**config.mk**
```make
export PLATFORM = sky130hd
export DESIGN_NAME = debounce_bank
export DESIGN_NICKNAME = d
export VERILOG_FILES = /design/src/rtl/debounce_bank_pkg.sv /design/src/rtl/debounce_bank_chan.sv /design/src/rtl/debounce_bank.sv
export SDC_FILE = /design/constraint.sdc
export NUM_CORES = 1
export LEC_CHECK = 0
export ABC_CLOCK_PERIOD_IN_PS = 3700
export CAP_MARGIN = 5
export CELL_PAD_IN_SITES_DETAIL_PLACEMENT = 0
export CELL_PAD_IN_SITES_GLOBAL_PLACEMENT = 1
export CORE_ASPECT_RATIO = 1.2
export CORE_UTILIZATION = 51
export CTS_BUF_LIST = sky130_fd_sc_hd__clkbuf_8
export DETAILED_ROUTE_END_ITERATION = 10
export GPL_TIMING_DRIVEN = 0
export MAX_ROUTING_LAYER = met4
export PLACE_DENSITY_LB_ADDON = 0.1
export SETUP_SLACK_MARGIN = 0.3
export SLEW_MARGIN = 20
export SYNTH_ARGS = -nofsm -noshare
export SYNTH_HDL_FRONTEND = slang
export SYNTH_SLANG_ARGS = --single-unit
```
**constraint.sdc**
```tcl
create_clock -name clk -period 3.7 [get_ports clk]
set_clock_uncertainty 0.2 [all_clocks]
set_input_delay 0.555 -clock clk [delete_from_list [all_inputs] [get_ports clk]]
set_output_delay 0.555 -clock clk [all_outputs]
set_load 0.03 [all_outputs]
```
**src/rtl/debounce_bank_pkg.sv**
```systemverilog
// debounce_bank_pkg: default parameters, counter width helper and per-channel output bundle
package debounce_bank_pkg;
    localparam int DEFAULT_N_CH        = 4;
    localparam int DEFAULT_SYNC_STAGES = 2;
    localparam int DEFAULT_DIV         = 1000;
    localparam int DEFAULT_STABLE_N    = 8;
    localparam int DEFAULT_HOLD_N      = 500;

    function automatic int clog2_min1(input int max_val);
        return (max_val < 2) ? 1 : $clog2(max_val);
    endfunction

    typedef struct packed {
        logic level;
        logic rise;
        logic fall;
        logic held;
    } chan_out_t;
endpackage

```
**src/rtl/debounce_bank_chan.sv**
```systemverilog
// debounce_bank_chan: one channel - synchroniser, tick-sampled stability filter, long-press counter
module debounce_bank_chan
    import debounce_bank_pkg::*;
#(
    parameter int SYNC_STAGES = DEFAULT_SYNC_STAGES,
    parameter int STABLE_N    = DEFAULT_STABLE_N,
    parameter int HOLD_N      = DEFAULT_HOLD_N
) (
    input  logic      clk,
    input  logic      rst,
    input  logic      tick,
    input  logic      btn,
    output chan_out_t out
);
    localparam int SW = clog2_min1(STABLE_N + 1);
    localparam int HW = clog2_min1(HOLD_N + 1);
    localparam logic [SW-1:0] S_LAST = SW'(STABLE_N - 1);
    localparam logic [HW-1:0] H_MAX  = HW'(HOLD_N);

    logic [SYNC_STAGES-1:0] sync_q, sync_d;
    logic [SW-1:0]          scnt_q, scnt_d;
    logic [HW-1:0]          hcnt_q, hcnt_d;
    chan_out_t              out_q, out_d;
    logic                   s, accept;

    always_comb begin
        sync_d      = {sync_q[SYNC_STAGES-2:0], btn};
        s           = sync_q[SYNC_STAGES-1];
        accept      = tick && (s != out_q.level) && (scnt_q == S_LAST);
        scnt_d      = !tick ? scnt_q : (s == out_q.level || accept) ? '0 : scnt_q + SW'(1);
        out_d.level = accept ? s : out_q.level;
        out_d.rise  = accept && s;
        out_d.fall  = accept && !s;
        hcnt_d      = !out_d.level ? '0 : (tick && out_q.level && hcnt_q != H_MAX) ? hcnt_q + HW'(1) : hcnt_q;
        out_d.held  = hcnt_d == H_MAX;
    end

    always_ff @(posedge clk) begin
        if (rst) begin
            sync_q <= '0;
            scnt_q <= '0;
            hcnt_q <= '0;
            out_q  <= '0;
        end else begin
            sync_q <= sync_d;
            scnt_q <= scnt_d;
            hcnt_q <= hcnt_d;
            out_q  <= out_d;
        end
    end

    assign out = out_q;
endmodule

```
**src/rtl/debounce_bank.sv**
```systemverilog
// debounce_bank: N-channel button conditioner sharing one sample prescaler across all channels
module debounce_bank
    import debounce_bank_pkg::*;
#(
    parameter int N_CH        = DEFAULT_N_CH,
    parameter int SYNC_STAGES = DEFAULT_SYNC_STAGES,
    parameter int DIV         = DEFAULT_DIV,
    parameter int STABLE_N    = DEFAULT_STABLE_N,
    parameter int HOLD_N      = DEFAULT_HOLD_N
) (
    input  logic            clk,
    input  logic            rst,
    input  logic [N_CH-1:0] btn_in,
    output logic [N_CH-1:0] level,
    output logic [N_CH-1:0] rise,
    output logic [N_CH-1:0] fall,
    output logic [N_CH-1:0] held,
    output logic            sample_tick
);
    localparam int PW = clog2_min1(DIV);
    localparam logic [PW-1:0] P_LAST = PW'(DIV - 1);

    logic [PW-1:0] pcnt_q, pcnt_d;
    logic          tick_q, tick_d;
    chan_out_t     chan_out [N_CH];

    always_comb begin
        pcnt_d = (pcnt_q == P_LAST) ? '0 : pcnt_q + PW'(1);
        tick_d = pcnt_q == P_LAST;
    end

    always_ff @(posedge clk) begin
        if (rst) begin
            pcnt_q <= '0;
            tick_q <= 1'b0;
        end else begin
            pcnt_q <= pcnt_d;
            tick_q <= tick_d;
        end
    end

    assign sample_tick = tick_q;

    for (genvar i = 0; i < N_CH; i++) begin : g_chan
        debounce_bank_chan #(
            .SYNC_STAGES(SYNC_STAGES),
            .STABLE_N   (STABLE_N),
            .HOLD_N     (HOLD_N)
        ) u_chan (
            .clk (clk),
            .rst (rst),
            .tick(tick_q),
            .btn (btn_in[i]),
            .out (chan_out[i])
        );
        assign level[i] = chan_out[i].level;
        assign rise[i]  = chan_out[i].rise;
        assign fall[i]  = chan_out[i].fall;
        assign held[i]  = chan_out[i].held;
    end
endmodule

```
==> out/metrics.yaml, run 1 <==
top_layer_used: "met4"
cts.sinks: 87
rr_startpoint: "g_chan[1].u_chan.scnt_q[0]"
max_freq_mhz: 406
instances_no_fill: 581
hold_path_class: "flip-flop to flip-flop"
gp_congestion: 0.818
antennaDiodeCount: 0
power_frac_seq_pct: 60.5
critPathMaxFanout: 9
power_leakage_uw: 0.00159
setup_viol: 0
grt_start_max_net_pins: 14
yosysSeqAreaShare_pct: 43.8
antenna_found_initial: 0
ys_types: 52
wl_met1_um: 3600
ant_nets: 0
tightest_slew_ns: 0.690
dpl.cell_count: 565
vias: 3130
row_count: 34
htree_num_levels: 3
dieHeight_um: 98.7
powerDensity_mw_per_mm2: 349
combPwrFrac_pct: 1.9
port_buffers: 22
pre_cts_ws_ns: 0.835
viasPerCell: 5.39
final_area_mm2: 0.00448
cts_tree: "yes"
finalNetCount: 505
syn-cell-area_mm2: 0.00398
wl_met3_um: 192
dieArea_mm2: 0.00815
ctsResizeCount: 0
first_iter_violations: 86
rr_endpoint: "g_chan[1].u_chan.out[0]"
globalRouteOverflowTotal: 0
syn_inst: 453
crit_type: "primary input to flip-flop"
seq_area_mm2: 0.00174
min_from: "g_chan[2].u_chan.sync_q[0]"
reg2regPathDepth: 6
place_area_mm2: 0.00431
wl_met2_um: 3560
synth_ff_type: "dfxtp_1"
regToRegSetupSlack_ns: 1.29
clockBufferDepth: 2
grt_pass1_wl_um: 12800
min_path_cells: 1
required_ns: 3.75
postCtsSetupBuffers: 0
wl_um: 7500
synth-seq-cells: 87
setup_tns_ns: 0
ioPinCount: 23
slew_violations: 0
avgSynthCellArea_um2: 8.77
grt_use_total_pct: 20.9
drcViolationCount: 0
pwr-share-clk_pct: 37.6
hold_viol_final: 0
async_reset_ff_share_pct: 0
area_growth_pct: 12.8
finish.utilization_pct: 60.6
drt_first_pass_iters: 5
crit_arrival_ns: 2.51
clk-insertion-delay-late_ns: 0.35
p_int_uw: 1230
multi_input_area_mm2: 0.00207
start_kind: "primary input"
avgRoutedWirePerCell_um: 12.9
clockRootBuffer: "clkbuf_8"
synth_area_leaders: "dfxtp_1 (44%), xnor2_1 (6.2%), nor2_1 (5.8%), ha_1 (4.1%), nand2_1 (3.1%)"
switching_power_uw: 335
status: "finished clean"
yosysMostFrequentCell: "dfxtp_1"
yosys-top-cells-count: "dfxtp_1 (87), nor2_1 (61), nand2_1 (33)"
netlist.area_leader.share_pct: 43.8
ir_drop_uv: 212
synth_top_cell_by_area: "dfxtp_1"
core_mm2: 0.00740
numCtsBuffers: 9
dieWidth_um: 82.6
maxCapViolCount: 0
end_kind: "flip-flop"
fillCellCount: 696
syn_nets: 472
holdBufCountCts: 0
switching_share_pct: 21.4
initial_core_util_pct: 53.7
slew_headroom_pct: 53.6
rsz0062_at_grt: "false"
yosysWarnings: 0
grt_pass1_vias: 2903
hpwl_um: 5350
synth-edff-count: 0
setup_ws_ns: 1.24
clk_pin_slew_ns: 0.08
whs_endpoint: "g_chan[2].u_chan.sync_q[1]"
drive_gt1_share_pct: 6.31
final.min_clock_period_ns: 2.46
finalCritPeriodShare_pct: 66.6
## worst max-delay path by stage
stage | from | endpoint | slack [ns] | cells past startpoint
final | rst | g_chan[1].u_chan.out[0] | 1.24 | 6
after global routing | sample_tick | g_chan[2].u_chan.scnt_q[3] | 1.10 | 7
after floorplan | g_chan[1].u_chan.out[3] | g_chan[1].u_chan.out[0] | 1.46 | 7
after global placement | rst | g_chan[1].u_chan.out[0] | 0.90 | 6
after detailed placement | rst | g_chan[1].u_chan.out[0] | 0.84 | 6
after CTS | rst | g_chan[1].u_chan.out[0] | 1.20 | 6
## layout by cell type (no fill, tap or decap), types with 2 or more instances in the layout
master,count
dfxtp_1,87
nand4_1,12
inv_2,3
nand2_1,33
clkdlybuf4s50_1,22
a211oi_1,2
nand4b_1,6
clkinv_2,2
inv_1,17
nor2_1,61
o21ai_0,12
nand3_1,22
a31oi_1,5
nor3_1,15
a21oi_1,20
and4_1,4
and3_1,11
xnor2_1,28
and2_1,4
nand3b_1,2
clkbuf_1,14
clkbuf_8,11
xor2_1,11
nor2b_1,16
or4_1,2
nor4b_1,8
buf_2,4
o21ai_1,2
mux2i_1,10
or3_1,2
ha_1,13
nor4_1,4
or2_1,3
## sequential cells by signal, indices dropped and copies added, names as in the netlist
register              cells
g_chan.u_chan.hcnt_q     36
g_chan.u_chan.out        16
g_chan.u_chan.scnt_q     16
pcnt_q                   10
g_chan.u_chan.sync_q      8
sample_tick               1
## layout make-up
type / count / share of cell area (%)
clock inverter: 5 / 0.558
timing repair buffer: 22 / 4.91
inverter: 19 / 1.70
tap: 90 / 2.51
buffer: 20 / 2.04
clock buffer: 11 / 3.38
multi-input combinational: 327 / 46.1
sequential: 87 / 38.8
## worst max-delay path, stage by stage
cell and delay (ns):
clkdlybuf4s50_1 0.60, nor2b_1 0.22, mux2i_2 0.18, a211oi_2 0.20, or3b_1 0.40, a2111oi_2 0.35
## layer usage
layer,vias up,global-route usage [%]
met4,0,7.03
li1,1630,-
met3,15,5.28
met5,-,-
met1,1456,24.6
met2,29,34.2
## power by group through the flow
stage                     Sequential (uW)  Clock [uW]  Combinational [uW]
after floorplan                       967           0                18.0
after global placement                968           0                30.2
after detailed placement              968           0                30.4
after CTS                             946         612                30.6
after global routing                  947         648                34.1
final                                 946         588                30.0
## per-stage QoR
stage / total power, uW / hold WS [ns]
after CTS: 1590 / 0.247
after detailed placement: 999 / 0.228
after global placement: 998 / 0.226
final: 1560 / 0.245
after floorplan: 985 / 0.213
after global routing: 1630 / 0.260
## cells by family after synthesis
logic type               Yosys count  synth area share (%)
AND/OR/NAND/NOR                  214                  28.7
flip-flops                        87                  43.8
AO/OA/AOI/OAI                     50                  7.71
XOR/XNOR                          39                  8.59
buffers and inverters             39                  4.22
adder cells (fa/ha/maj)           13                  4.09
multiplexers                      11                  2.86
Power figures use the tool's default switching activity.
==> inputs of run 2 (changes only) <==
--- a/config.mk
+++ b/config.mk
@@ -5,12 +5,12 @@
 export SDC_FILE = /design/constraint.sdc
 export NUM_CORES = 1
 export LEC_CHECK = 0
-export ABC_CLOCK_PERIOD_IN_PS = 3700
+export ABC_CLOCK_PERIOD_IN_PS = 2400
 export CAP_MARGIN = 5
 export CELL_PAD_IN_SITES_DETAIL_PLACEMENT = 0
 export CELL_PAD_IN_SITES_GLOBAL_PLACEMENT = 1
 export CORE_ASPECT_RATIO = 1.2
-export CORE_UTILIZATION = 51
+export CORE_UTILIZATION = 47
 export CTS_BUF_LIST = sky130_fd_sc_hd__clkbuf_8
 export DETAILED_ROUTE_END_ITERATION = 10
 export GPL_TIMING_DRIVEN = 0
==> constraint.sdc (replaced) <==
create_clock -name clk -period 2.4 [get_ports clk]
set_clock_uncertainty 0.2 [all_clocks]
set_input_delay 0.36 -clock clk [delete_from_list [all_inputs] [get_ports clk]]
set_output_delay 0.36 -clock clk [all_outputs]
set_load 0.03 [all_outputs]
==> out/metrics.yaml, run 2 (synthesis results as in run 1) <==
maxCapViolCount: 0  # unchanged
clockBufferDepth: 2  # unchanged
reg2regPathDepth: 7  # +1
grt_pass1_vias: 2930  # +0.93%
crit_end: "g_chan[0].u_chan.out[0]"
crit_start: "sample_tick"
first_iter_violations: 77  # -10%
ant_nets: 0  # unchanged
hold_viol_final: 0  # unchanged
grt_start_max_net_pins: 14  # unchanged
initial_core_util_pct: 48.8  # -4.9 points
htree_num_levels: 3  # unchanged
crit_arrival_ns: 2.09  # -0.42 ns
antennaDiodeCount: 0  # unchanged
holdBufCountCts: 0  # unchanged
instances_no_fill: 609  # +4.8%
finalNetCount: 509  # +0.79%
drt_first_pass_iters: 4  # -1
avgRoutedWirePerCell_um: 12.5  # -2.9%
layout_commonest_cell: "dfxtp_1"
slew_violations: 0  # unchanged
drcViolationCount: 0  # unchanged
rr_startpoint: "sample_tick"
setup_tns_ns: 0  # unchanged
setup_viol: 0  # unchanged
max_freq_mhz: 493
hpwl_um: 5320  # -0.62%
hold_path_class: "flip-flop to flip-flop"
critPathMaxFanout: 10  # +1
viasPerCell: 5.11  # -5.1%
numCtsBuffers: 9  # unchanged
final.min_clock_period_ns: 2.03
crit_type: "flip-flop to flip-flop"
globalRouteOverflowTotal: 0  # unchanged
top_register: "g_chan.u_chan.hcnt_q"
grt_use_total_pct: 19.6  # -1.3 points
clk_pin_slew_ns: 0.08  # about the same
cts_tree: "yes"
required_ns: 2.46  # -1.29 ns
dieArea_mm2: 0.00883  # +8.3%
dieHeight_um: 103  # +4.1%
gp_congestion: 0.768  # -6.1%
clockRootBuffer: "clkbuf_8"
ir_drop_uv: 295  # +39%
antenna_found_initial: 0  # unchanged
end_kind: "flip-flop"
dieWidth_um: 86.0  # +4.1%
regToRegSetupSlack_ns: 0.37  # -0.92 ns
area_growth_pct: 17.4
cts.sinks: 87  # unchanged
rsz0062_at_grt: "true"
status: "finished clean"
finalCritPeriodShare_pct: 84.5
ioPinCount: 23  # unchanged
core_mm2: 0.00815  # +10%
vias: 3115  # -0.48%
powerDensity_mw_per_mm2: 564  # +62%
wl_um: 7630  # +1.8%
drive_gt1_share_pct: 10.9  # +4.6 points
clk-insertion-delay-late_ns: 0.35  # about the same
tightest_slew_ns: 0.546  # -0.144 ns
power_leakage_uw: 0.00166  # +4.4%
slew_headroom_pct: 63.6  # +10 points
row_count: 36  # +5.9%
port_buffers: 22  # unchanged
grt_pass1_wl_um: 13300  # +4.0%
rr_endpoint: "g_chan[0].u_chan.out[0]"
start_kind: "flip-flop"
dpl.cell_count: 589  # +4.2%
final_cell_mix: "dfxtp_1 (81), nor2_1 (60), nand2_1 (33), xnor2_1 (28), nand3_1 (22)"
largest_reg_flops: 36  # unchanged
run 2: cell types whose count changed in the layout (fill, tap and decap cells not counted), sizes merged, moves of 2 or more:
cell | before | now
bufinv | 0 | 2
buf | 6 | 11
clkdlybuf4s50 | 22 | 19
dlygate4sd2 | 0 | 3
run 2: through the flow:
step           util, %  setup WS [ns]  total power (uW)  area, um^2  hold slack, ns
4_1_cts           56.7          0.334              2670        4620           0.243
3_3_place_gp      53.5         -0.137              1540        4360           0.225
5_1_grt           57.2          0.169              2750        4670           0.261
3_5_place_dp      53.5         -0.132              1540        4360           0.222
6_report          57.2          0.372              2630        4670           0.240
2_1_floorplan        -          0.316              1520        4000           0.213
run 2: worst min-delay path by stage:
stage	depth (start not counted)	endpoint	start
6_report	1	g_chan[1].u_chan.sync_q[1]	g_chan[1].u_chan.sync_q[0]
5_1_grt	1	g_chan[1].u_chan.sync_q[1]	g_chan[1].u_chan.sync_q[0]
4_1_cts	1	g_chan[1].u_chan.sync_q[1]	g_chan[1].u_chan.sync_q[0]
3_5_place_dp	1	g_chan[1].u_chan.sync_q[1]	g_chan[1].u_chan.sync_q[0]
3_3_place_gp	1	g_chan[1].u_chan.sync_q[1]	g_chan[1].u_chan.sync_q[0]
2_1_floorplan	1	pcnt_q[0]	pcnt_q[0]
run 2: what timing repair did:
action | in CTS | in global routing
pin swaps | 0 | 0
endpoints found under the setup margin | 20 | 12
hold endpoints to repair | 0 | 0
setup buffers | 2 | 2
resized for setup | 12 | 13
run 2: cell type report:
type	instances	area [um^2]
fill	745	3490
clock buffer	11	151
clock inverter	5	72.6
inverter	19	76.3
tap	114	143
timing repair buffer	26	246
sequential	87	1750
buffer	20	106
multi-input combinational	327	2120
run 2: routing by layer:
metal / part of all wire [%] / wire length (um) / GRT usage (%) / vias to the layer above
met1: 50 / 3800 / 24.9 / 1423
met5: 0 / 0 / - / -
met3: 2.2 / 168 / 3.84 / 13
met4: 1.8 / 136 / 7.18 / 0
li1: - / - / - / 1640
met2: 46 / 3530 / 31.0 / 39
run 2: power breakdown:
| group | leakage (uW) | switching (uW) | internal (uW) |
|---|---|---|---|
| Clock | 0.000122 | 496 | 635 |
| Combinational | 0.000831 | 26.1 | 19.3 |
| Sequential | 0.000706 | 6.35 | 1450 |
| Total | 0.00166 | 529 | 2100 |
run 2: worst max-delay path: stages (launching register included):
cell and delay [ns]:
dfxtp_2 0.37, buf_4 0.20, buf_4 0.22, nand2_1 0.08
a41o_1 0.30, nor4_2 0.24, a21oi_1 0.07, nor4bb_1 0.26
==> inputs of run 3 (changes only) <==
--- a/config.mk
+++ b/config.mk
@@ -5,12 +5,12 @@
 export SDC_FILE = /design/constraint.sdc
 export NUM_CORES = 1
 export LEC_CHECK = 0
-export ABC_CLOCK_PERIOD_IN_PS = 2400
+export ABC_CLOCK_PERIOD_IN_PS = 1850
 export CAP_MARGIN = 5
 export CELL_PAD_IN_SITES_DETAIL_PLACEMENT = 0
 export CELL_PAD_IN_SITES_GLOBAL_PLACEMENT = 1
 export CORE_ASPECT_RATIO = 1.2
-export CORE_UTILIZATION = 47
+export CORE_UTILIZATION = 43
 export CTS_BUF_LIST = sky130_fd_sc_hd__clkbuf_8
 export DETAILED_ROUTE_END_ITERATION = 10
 export GPL_TIMING_DRIVEN = 0
==> constraint.sdc (replaced) <==
create_clock -name clk -period 1.85 [get_ports clk]
set_clock_uncertainty 0.2 [all_clocks]
set_input_delay 0.2775 -clock clk [delete_from_list [all_inputs] [get_ports clk]]
set_output_delay 0.2775 -clock clk [all_outputs]
set_load 0.03 [all_outputs]
==> out/metrics.yaml, run 3 (synthesis results as in run 1) <==
maxCapViolCount: 0  # unchanged
port_buffers: 22  # unchanged
setup_ws_ns: -0.229  # -0.601 ns
whs_endpoint: "g_chan[3].u_chan.sync_q[1]"
setup_viol: 22  # +22
slew_violations: 0  # unchanged
tightest_slew_ns: 0.582  # +0.0363 ns
avgRoutedWirePerCell_um: 14.6  # +17%
powerDensity_mw_per_mm2: 561  # -0.62%
multi_input_area_mm2: 0.00282  # +33%
regToRegSetupSlack_ns: -0.23  # -0.60 ns
area_growth_pct: 54.5
clk_pin_slew_ns: 0.08  # about the same
failed_checks: "negative setup slack"
clk-insertion-delay-late_ns: 0.36  # about the same
rr_startpoint: "g_chan[1].u_chan.scnt_q[1]"
crit_arrival_ns: 2.14  # +0.05 ns
antenna_found_initial: 0  # unchanged
row_count: 38  # +5.6%
dieHeight_um: 107  # +4.5%
dpl.cell_count: 595  # +1.0%
grt_start_max_net_pins: 14  # unchanged
start_kind: "flip-flop"
grt_pass1_wl_um: 16000  # +20%
status: "complete, but fails checks"
numCtsBuffers: 9  # unchanged
htree_num_levels: 3  # unchanged
hpwl_um: 5590  # +5.2%
largest_reg_flops: 36  # unchanged
dieWidth_um: 89.8  # +4.4%
cts.sinks: 87  # unchanged
vias: 3499  # +12%
finalNetCount: 564  # +11%
instances_no_fill: 670  # +10%
rsz0062_at_grt: "true"
power_leakage_uw: 0.00218  # +31%
layout_commonest_cell: "dfxtp_1"
drive_gt1_share_pct: 45.3  # +34 points
drcViolationCount: 0  # unchanged
clockRootBuffer: "clkbuf_8"
required_ns: 1.91  # -0.55 ns
min_path_cells: 1  # unchanged
finalCritPeriodShare_pct: 112  # +28 points
crit_type: "flip-flop to flip-flop"
gp_congestion: 0.824  # +7.2%
cts_tree: "yes"
drt_first_pass_iters: 4  # unchanged
dieArea_mm2: 0.00963  # +9.1%
globalRouteOverflowTotal: 0  # unchanged
core_mm2: 0.00899  # +10%
final_cell_mix: "dfxtp_1 (64), nor2_1 (43), nand2_1 (27), buf_4 (27), buf_6 (24)"
grt_pass1_vias: 3368  # +15%
grt_use_total_pct: 21.4  # +1.8 points
seq_area_mm2: 0.00180  # +2.5%
hold_path_class: "flip-flop to flip-flop"
antennaDiodeCount: 0  # unchanged
initial_core_util_pct: 44.2  # -4.5 points
rr_endpoint: "g_chan[1].u_chan.out[0]"
reg2regPathDepth: 6  # -1
wl_um: 9780  # +28%
ioPinCount: 23  # unchanged
final.min_clock_period_ns: 2.08  # +0.0511 ns
hold_viol_final: 0  # unchanged
max_freq_mhz: 481  # -2.5%
slew_headroom_pct: 61.2  # -2.4 points
clockBufferDepth: 2  # unchanged
ir_drop_uv: 483  # +64%
viasPerCell: 5.22  # +2.1%
first_iter_violations: 115  # +49%
top_register: "g_chan.u_chan.hcnt_q"
min_from: "g_chan[3].u_chan.sync_q[0]"
fillCellCount: 692  # -7.1%
ant_nets: 0  # unchanged
end_kind: "flip-flop"
whs_ns: 0.240  # -0.000286 ns
critPathMaxFanout: 3  # -7
## run 3: cell count changes in the layout (fill, tap and decap cells not counted), moves of 9 or more
cell / before / now
nor2_4: 0 / 13
nor3_1: 14 / 5
buf_8: 0 / 9
dfxtp_4: 2 / 11
clkdlybuf4s50_1: 19 / 4
dfxtp_1: 81 / 64
inv_1: 17 / 8
nor2_1: 60 / 43
buf_4: 8 / 27
buf_6: 1 / 24
## run 3: report_power, final
group | internal (uW) | total, uW | leakage (uW) | switching (uW)
clock | 823 | 1490 | 0.000122 | 663
combinational | 33.5 | 77.9 | 0.00134 | 44.4
sequential | 1870 | 1880 | 0.000718 | 10.6
total | 2720 | 3440 | 0.00218 | 718
## run 3: worst max-delay path by stage
| stage | cells past startpoint | from | end | slack, ns |
|---|---|---|---|---|
| after floorplan | 6 | g_chan[1].u_chan.scnt_q[1] | g_chan[1].u_chan.out[0] | -0.23 |
| after global placement | 6 | rst | g_chan[1].u_chan.out[0] | -0.63 |
| after detailed placement | 4 | rst | g_chan[2].u_chan.out[2] | -0.65 |
| after CTS | 6 | g_chan[1].u_chan.scnt_q[0] | g_chan[1].u_chan.out[0] | -0.20 |
| after global routing | 6 | g_chan[1].u_chan.scnt_q[0] | g_chan[1].u_chan.out[0] | -0.30 |
| final | 6 | g_chan[1].u_chan.scnt_q[1] | g_chan[1].u_chan.out[0] | -0.23 |
## run 3: stage by stage
stage | utilization (%) | TNS (ns) | setup WS (ns) | power [uW] | area [um^2]
final | 68.3 | -0.828 | -0.229 | 3440 | 6140
after global routing | 68.3 | -2.92 | -0.305 | 3570 | 6140
after CTS | 62.4 | -0.243 | -0.202 | 3480 | 5610
after detailed placement | 50.9 | -18.30 | -0.645 | 2000 | 4570
after global placement | 50.9 | -17.51 | -0.627 | 1990 | 4570
after floorplan | - | -0.234 | -0.234 | 1970 | 4200
## run 3: per-layer routing
metal	track usage (%)	share of wire (%)	vias up
li1	-	-	1745
met4	8.31	2.3	0
met3	3.60	2.2	16
met1	25.1	44	1695
met2	36.6	52	43
met5	-	0	-
## run 3: final cells by class
type / instances / area share, %
multi-input cells: 327 / 46.0
flip-flops and latches: 87 / 29.3
repair buffers: 81 / 13.3
plain buffers: 20 / 3.79
clock buffers: 11 / 2.47
well taps: 120 / 2.44
inverters: 19 / 1.57
clock inverters: 5 / 1.18
## run 3: critical path, cell delays in order, from the launching register on
cell and delay, ns:
dfxtp_2 0.37, ha_4 0.14, nand4b_1 0.22, mux2i_4 0.29
a211oi_2 0.17, or3b_4 0.41, a2111oi_4 0.18
## run 3: repair_timing
| action | 4_1_cts | 5_1_grt |
|---|---|---|
| gates resized for setup | 151 | 112 |
| buffers inserted | 41 | 14 |
| hold endpoints to repair | 0 | 0 |
| hold buffers | 0 | 0 |
| pin swaps | 44 | 35 |
| gates cloned | 4 | 0 |
| setup endpoints to repair | 97 | 86 |
